--- src/rtl/parity_pkg.sv ---
// Shared types and constants for the serial parity unit.
package parity_pkg;

  typedef enum logic [1:0] {IDLE, SHIFT, CHECK} state_t;

  localparam logic PAR_EVEN = 1'b0;
  localparam logic PAR_ODD  = 1'b1;

endpackage

--- src/rtl/xor_gate.sv ---
// Two-input XOR used as the parity accumulator's combining element.
module xor_gate (
  input  logic a,
  input  logic b,
  output logic y
);

  assign y = a ^ b;

endmodule

--- src/rtl/serial_parity_unit.sv ---
// Frame-based serial parity generator/checker: accumulates FRAME_LEN bits over a
// valid/ready handshake, then compares against a received parity bit.
module serial_parity_unit
  import parity_pkg::*;
#(
  parameter int unsigned FRAME_LEN = 8
) (
  input  logic clk,
  input  logic rst_n,
  input  logic start,
  input  logic odd_sel,
  input  logic abort,
  input  logic bit_in,
  input  logic bit_valid,
  output logic bit_ready,
  input  logic par_in,
  input  logic par_valid,
  output logic parity_out,
  output logic err,
  output logic done,
  output logic busy
);

  localparam int unsigned CNT_W = $clog2(FRAME_LEN);
  localparam logic [CNT_W-1:0] LAST_CNT = CNT_W'(FRAME_LEN - 1);

  state_t           state;
  logic             acc;
  logic             acc_next;
  logic [CNT_W-1:0] cnt;
  logic             odd_q;

  xor_gate u_xor (
    .a (acc),
    .b (bit_in),
    .y (acc_next)
  );

  always_comb begin
    bit_ready = 1'b0;
    busy      = 1'b0;
    if (state == SHIFT) bit_ready = 1'b1;
    if (state != IDLE)  busy      = 1'b1;
  end

  always_ff @(posedge clk or negedge rst_n) begin
    if (!rst_n) begin
      state      <= IDLE;
      acc        <= 1'b0;
      cnt        <= '0;
      odd_q      <= PAR_EVEN;
      parity_out <= 1'b0;
      err        <= 1'b0;
      done       <= 1'b0;
    end else begin
      done <= 1'b0;
      unique case (state)
        IDLE: begin
          if (start) begin
            state <= SHIFT;
            acc   <= 1'b0;
            cnt   <= '0;
            odd_q <= odd_sel;
          end
        end
        SHIFT: begin
          if (abort) begin
            state <= IDLE;
          end else if (bit_valid) begin
            acc <= acc_next;
            // The last bit leaves cnt at FRAME_LEN-1 so the counter never wraps.
            if (cnt == LAST_CNT) state <= CHECK;
            else                 cnt   <= cnt + 1'b1;
          end
        end
        CHECK: begin
          if (abort) begin
            state <= IDLE;
          end else if (par_valid) begin
            parity_out <= acc ^ odd_q;
            err        <= par_in ^ acc ^ odd_q;
            done       <= 1'b1;
            state      <= IDLE;
          end
        end
        default: state <= IDLE;
      endcase
    end
  end

endmodule

--- config.mk ---
export PLATFORM = sky130hd
export DESIGN_NAME = serial_parity_unit
export DESIGN_NICKNAME = d
export VERILOG_FILES = /design/src/rtl/parity_pkg.sv /design/src/rtl/xor_gate.sv /design/src/rtl/serial_parity_unit.sv
export SDC_FILE = /design/constraint.sdc
export NUM_CORES = 1
export LEC_CHECK = 0
export CAP_MARGIN = 20
export CORE_MARGIN = 2
export CORE_UTILIZATION = 35
export CTS_BUF_LIST = sky130_fd_sc_hd__clkbuf_8
export DETAILED_ROUTE_END_ITERATION = 10
export GPL_ROUTABILITY_DRIVEN = 1
export MAX_ROUTING_LAYER = met4
export PLACE_DENSITY = 0.71
export SLEW_MARGIN = 25
export SYNTH_ARGS = -nofsm -noshare
export SYNTH_HDL_FRONTEND = slang
export SYNTH_SLANG_ARGS = --single-unit
--- constraint.sdc ---
create_clock -name clk -period 1.8 [get_ports clk]
set_clock_uncertainty 0.05 [all_clocks]
set_input_delay 0.18 -clock clk [delete_from_list [all_inputs] [get_ports clk]]
set_output_delay 0.18 -clock clk [all_outputs]
set_load 0.005 [all_outputs]
# Yosys cells after proc, flatten, opt, wreduce, memory -nomap -nowiden
# Cells that the tools add are included.
dict set report classes {
  addsub 1
  eq_ne 10
  muxes 21
  bitwise 5
  reduce_logical 8
}
# operator n
set ops {}
lappend ops {{2-to-1 mux 2 bit} 6}
lappend ops {{2-to-1 mux 3 bit} 4}
lappend ops {{2-to-1 mux 1 bit} 8}
lappend ops {{inequality test 2 bit (second input constant)} 4}
lappend ops {{AND reduction 4 bit} 2}
lappend ops {{inequality test 3 bit (second input constant)} 2}
lappend ops {{one-hot mux 2 bit (3 select lines)} 1}
lappend ops {{one-hot mux 3 bit (2 select lines)} 1}
lappend ops {{AND reduction 5 bit} 1}
lappend ops {{nonzero test 2 bit} 2}
lappend ops {{XOR 1 bit} 4}
lappend ops {{adder 3 x 1 -> 3 bit (second input constant)} 1}
lappend ops {{equality test 3 bit (second input constant)} 1}
lappend ops {{inequality test 3 x 2 -> 1 bit (second input constant)} 1}
lappend ops {{AND reduction 3 bit} 1}
lappend ops {{equality test 2 x 1 -> 1 bit (second input constant)} 1}
lappend ops {{equality test 2 bit (second input constant)} 1}
lappend ops {{zero test 2 bit} 1}
lappend ops {{one-hot mux 1 bit (2 select lines)} 1}
lappend ops {{AND reduction 2 bit} 1}
lappend ops {{inverter 1 bit} 1}
dict set report totals {
  regBits 10
  inputBits 9
  out_inout_bits 5
  wordCells 52
}

# Logic depth before layout (Yosys ltp)
# Gate-level depths: netlist of run 1.
dict set report logic_depth {
  word_depth 5
  ltp_mapped 5
  depth_no_buf 5
}

# Modules after synthesis
# Synthesis of run 1 repeated with hierarchy kept, for this count alone.
dict set report unflattened {
  hier_cells 48
  hier_area_um2 534.3
}
# module n_inst cells_per_inst area_per_inst_um2 seq_area_each_um2
set modules_own_cells {}
lappend modules_own_cells {serial_parity_unit 1 47 525.5 250.2}
lappend modules_own_cells {xor_gate 1 1 8.8 0.0}

# Least setup slack after synthesis of run 1
# Ideal clock, no wire load.
dict set report synth_path {
  path_type {register -> register}
  from {reg cnt[0]}
  to {reg cnt[1]}
  setup_time_ns 0.126
  t_arrival_ns 1.403
  required_time_ns 1.624
  path_slack_ns 0.221
  stages_incl_launch_ff 6
  path_buffers 0
  synth_period_minus_slack_ns 1.579
  cell_sequence {dfrtp_1 -> ha_1 -> ha_1 -> nand4bb_1 -> o211a_1 -> a221o_1}
}
dict set report synth_between {
  elab_chain_cells 5
  elab_cells_between_ends 8
  cone_classes {1 x add/sub; 2 x eq/ne; 4 x mux; 1 x reduce/logical}
}
# item line
set synth_lines {}
lappend synth_lines {{start, declared} serial_parity_unit.sv:30} ;# logic [CNT_W-1:0] cnt;
lappend synth_lines {{start signal, assigned} serial_parity_unit.sv:73} ;# else cnt <= cnt + 1'b1;
lappend synth_lines {{adder 3 x 1 -> 3 bit} serial_parity_unit.sv:73}
lappend synth_lines {{2-to-1 mux 3 bit} serial_parity_unit.sv:72} ;# if (cnt == LAST_CNT) state <= CHECK;
lappend synth_lines {{2-to-1 mux 3 bit} serial_parity_unit.sv:69} ;# end else if (bit_valid) begin
lappend synth_lines {{2-to-1 mux 3 bit} serial_parity_unit.sv:67} ;# if (abort) begin
lappend synth_lines {{one-hot mux 3 bit (2 select lines)} serial_parity_unit.sv:57} ;# unique case (state)
# Several ways; a longest one is shown, not always the timed one. The select of a mux whose other input is x is not followed.
# A chain may end at the register's enable or synchronous reset.

# Final worst setup path of run 1
# Ends and elaborated chain as after synthesis.

==> flow_summary.ini, run 1 <==
[setup_path]
slowest_stage = dfrtp_1
r2r_start = cnt[0]
r2r_setup_slack_ns = 0.09
critPathMaxStageDelay_ns = 0.40
r2r_cells = 5
path_delay_family = adder cells
path_buf_inv = 0
r2r_end = cnt[1]
crit_arrival_ns = 1.77
cp_max_fo = 5
crit_path_start_kind = flop
endpoint_kind = flop
crit_type = reg -> reg
path_cells = ha_1 > ha_1 > nand4bb_2 > o211a_1 > a221o_1
path_common_cell = ha_1
required_ns = 1.86

[yosys]
syn_nets = 56
syn_area_per_cell_um2 = 12.0
async_flop_share = 1.00
synth_most_common_cell = dfrtp_1
ys_seq_area_frac = 0.462
ys_types = 26
synth-seq-cells = 10
synthFlopType = dfrtp_1
ys_top_cells_by_count = dfrtp_1, a221o_1, nor2_1
synth-edff-count = 0
yosys-top-cells-area = dfrtp_1, a221o_1, ha_1, nor4bb_4, mux2_2
synth_area_leader_cell = dfrtp_1
yosys_warnings = 0
synth_top_area_share = 0.462
syn_area_um2 = 542
syn_inst = 45

[min_path]
min_path_type = in -> async

[layout]
drive_gt1_frac = 0.161
finalNonFillerCells = 78
syn_to_final_growth_pct = 39.3
final_nets = 74
antenna_cells = 0
n_fill_cell = 142

[timing]
worst_pin_slew_ns = 0.464
fin_crit_ns = 1.71
max_slew_margin = 0.689
slew_viol_final = 0
rsz0062_at_grt = false
max_freq_mhz = 585
setup_viol = 0
min_period_over_period = 0.949
fin_hold_ws_ns = 0.218
hold_violations = 0
fin_setup_tns_ns = 0

[floorplanning]
top_level_ports = 14
core_area_um2 = 1470
start_util = 0.368
dieArea_um2 = 1880
dieWidth_um = 43.3
chipHeight_um = 43.3
rows = 14

[clock_tree]
clockBufferDepth = 2
cts_root_buf = clkbuf_8
postCtsHoldBufs = 0
cts.sinks = 10
cts-buffers-inserted = 3
cts_tree = yes
clk_pin_slew_worst_paths_ns = 0.05
clk_latency_ns = 0.23
htree_levels = 1
post-cts-setup-buffers = 0

[placed_design]
io_buffers = 13
placed_cells = 74
detailedPlacementHpwl_um = 848
place_congestion = 0.742

[grt]
globalRouteTotalUtil = 0.145
grt_pass1_vias = 440
grt_max_degree = 12
antenna_found_initial = 0
grt_pass1_wl_um = 1870
grt_overflow = 0

[drt]
routed_wl_um = 1100
drc_errors = 0
dr.pass1.iters = 3
vias = 420
routedWlPerCell_um = 14.1
ant_nets = 0
vias_per_cell = 5.38
drt_iter0_drc = 6

[power]
post-layout-total-power_mw = 0.645
p_leak_nw = 0.362
p_per_area_nw_per_um2 = 855
vdd_drop_max_uv = 377

[status]
outcome = finished, final reports clean

[job]
maxCapViolCount = 0
cell usage in the layout (no fill, tap or decap):
master,n
clkdlybuf4s50_1,13
dfrtp_1,10
clkbuf_8,4
nor2_1,3
a221o_1,3
or2_1,2
xor2_1,2
mux2_2,2
nor3b_1,2
o211a_1,2
ha_1,2
buf_4,2
nor2b_1,1
nor4bb_4,1
inv_1,1
nand4bb_2,1
o211ai_1,1
or3_1,1
nand2_1,1
nand3_1,1
a31oi_1,1
nand3b_1,1
nand4b_1,1
a21o_1,1
a21oi_1,1
mux2i_1,1
mux2_1,1
metal layers:
| metal | GRT usage | up-vias | part of all wire |
|---|---|---|---|
| li1 | - | 202 | - |
| met1 | 0.149 | 203 | 0.41 |
| met2 | 0.224 | 13 | 0.49 |
| met3 | 0.0458 | 2 | 0.069 |
| met4 | 0.121 | 0 | 0.028 |
| met5 | - | - | 0 |
per-stage QoR:
| step | setup slack [ns] | util | instance area [um2] |
|---|---|---|---|
| finish | 0.0914 | 0.513 | 754 |
| global placement | 0.110 | 0.472 | 694 |
| global route | 0.00877 | 0.513 | 754 |
| CTS | 0.0732 | 0.509 | 749 |
| floorplan | 0.221 | - | 542 |
| detailed placement | 0.0793 | 0.472 | 694 |
power by group:
part / switching (mW) / total (mW) / internal (mW)
registers: 0.0182 / 0.261 / 0.243
clock network: 0.0871 / 0.279 / 0.192
logic: 0.0432 / 0.104 / 0.0610
layout make-up:
cell class / instances / area, um2 / area share
sequential: 10 / 250 / 0.332
clock buffer: 4 / 55.1 / 0.0730
multi-input combinational: 32 / 280 / 0.371
tap: 16 / 20.0 / 0.0265
timing repair buffer: 15 / 145 / 0.192
inverter: 1 / 3.75 / 0.00498
sequential cells by signal, summed over array words and instances, names as in the netlist:
| signal | cells |
|---|---|
| acc | 1 |
| cnt | 3 |
| done | 1 |
| err | 1 |
| odd_q | 1 |
| parity_out | 1 |
| state | 2 |
worst max path at each step:
| stage | from | end | slack (ns) | depth (start not counted) |
|---|---|---|---|---|
| final | cnt[0] | cnt[1] | 0.09 | 5 |
| after global routing | state[0] | bit_ready | 0.009 | 2 |
| after CTS | cnt[0] | cnt[1] | 0.07 | 5 |
| after detailed placement | cnt[0] | cnt[2] | 0.08 | 5 |
| after global placement | cnt[0] | cnt[1] | 0.11 | 5 |
| after floorplan | cnt[0] | cnt[1] | 0.22 | 5 |
cells by family after synthesis:
group,share of synthesized area
buffers and inverters,0.0300
adder cells (fa/ha/maj),0.0462
multiplexers,0.0808
XOR/XNOR,0.0323
AO/OA/AOI/OAI,0.141
AND/OR/NAND/NOR,0.208
flip-flops,0.462
what timing repair did:
item,CTS,global route
endpoints found under the hold margin,0,0
endpoints found under the setup margin,0,2
gates resized for setup,0,1
No activity file was read; power rests on OpenSTA's default activity.
==> run 2, diff against run 1 <==
--- a/config.mk
+++ b/config.mk
@@ -13,6 +13,7 @@
 export GPL_ROUTABILITY_DRIVEN = 1
 export MAX_ROUTING_LAYER = met4
 export PLACE_DENSITY = 0.71
+export SKIP_CTS_REPAIR_TIMING = 1
 export SLEW_MARGIN = 25
 export SYNTH_ARGS = -nofsm -noshare
 export SYNTH_HDL_FRONTEND = slang
==> results of run 2 <==
No change in the layout: final DEF, timing and power equal those of run 1.
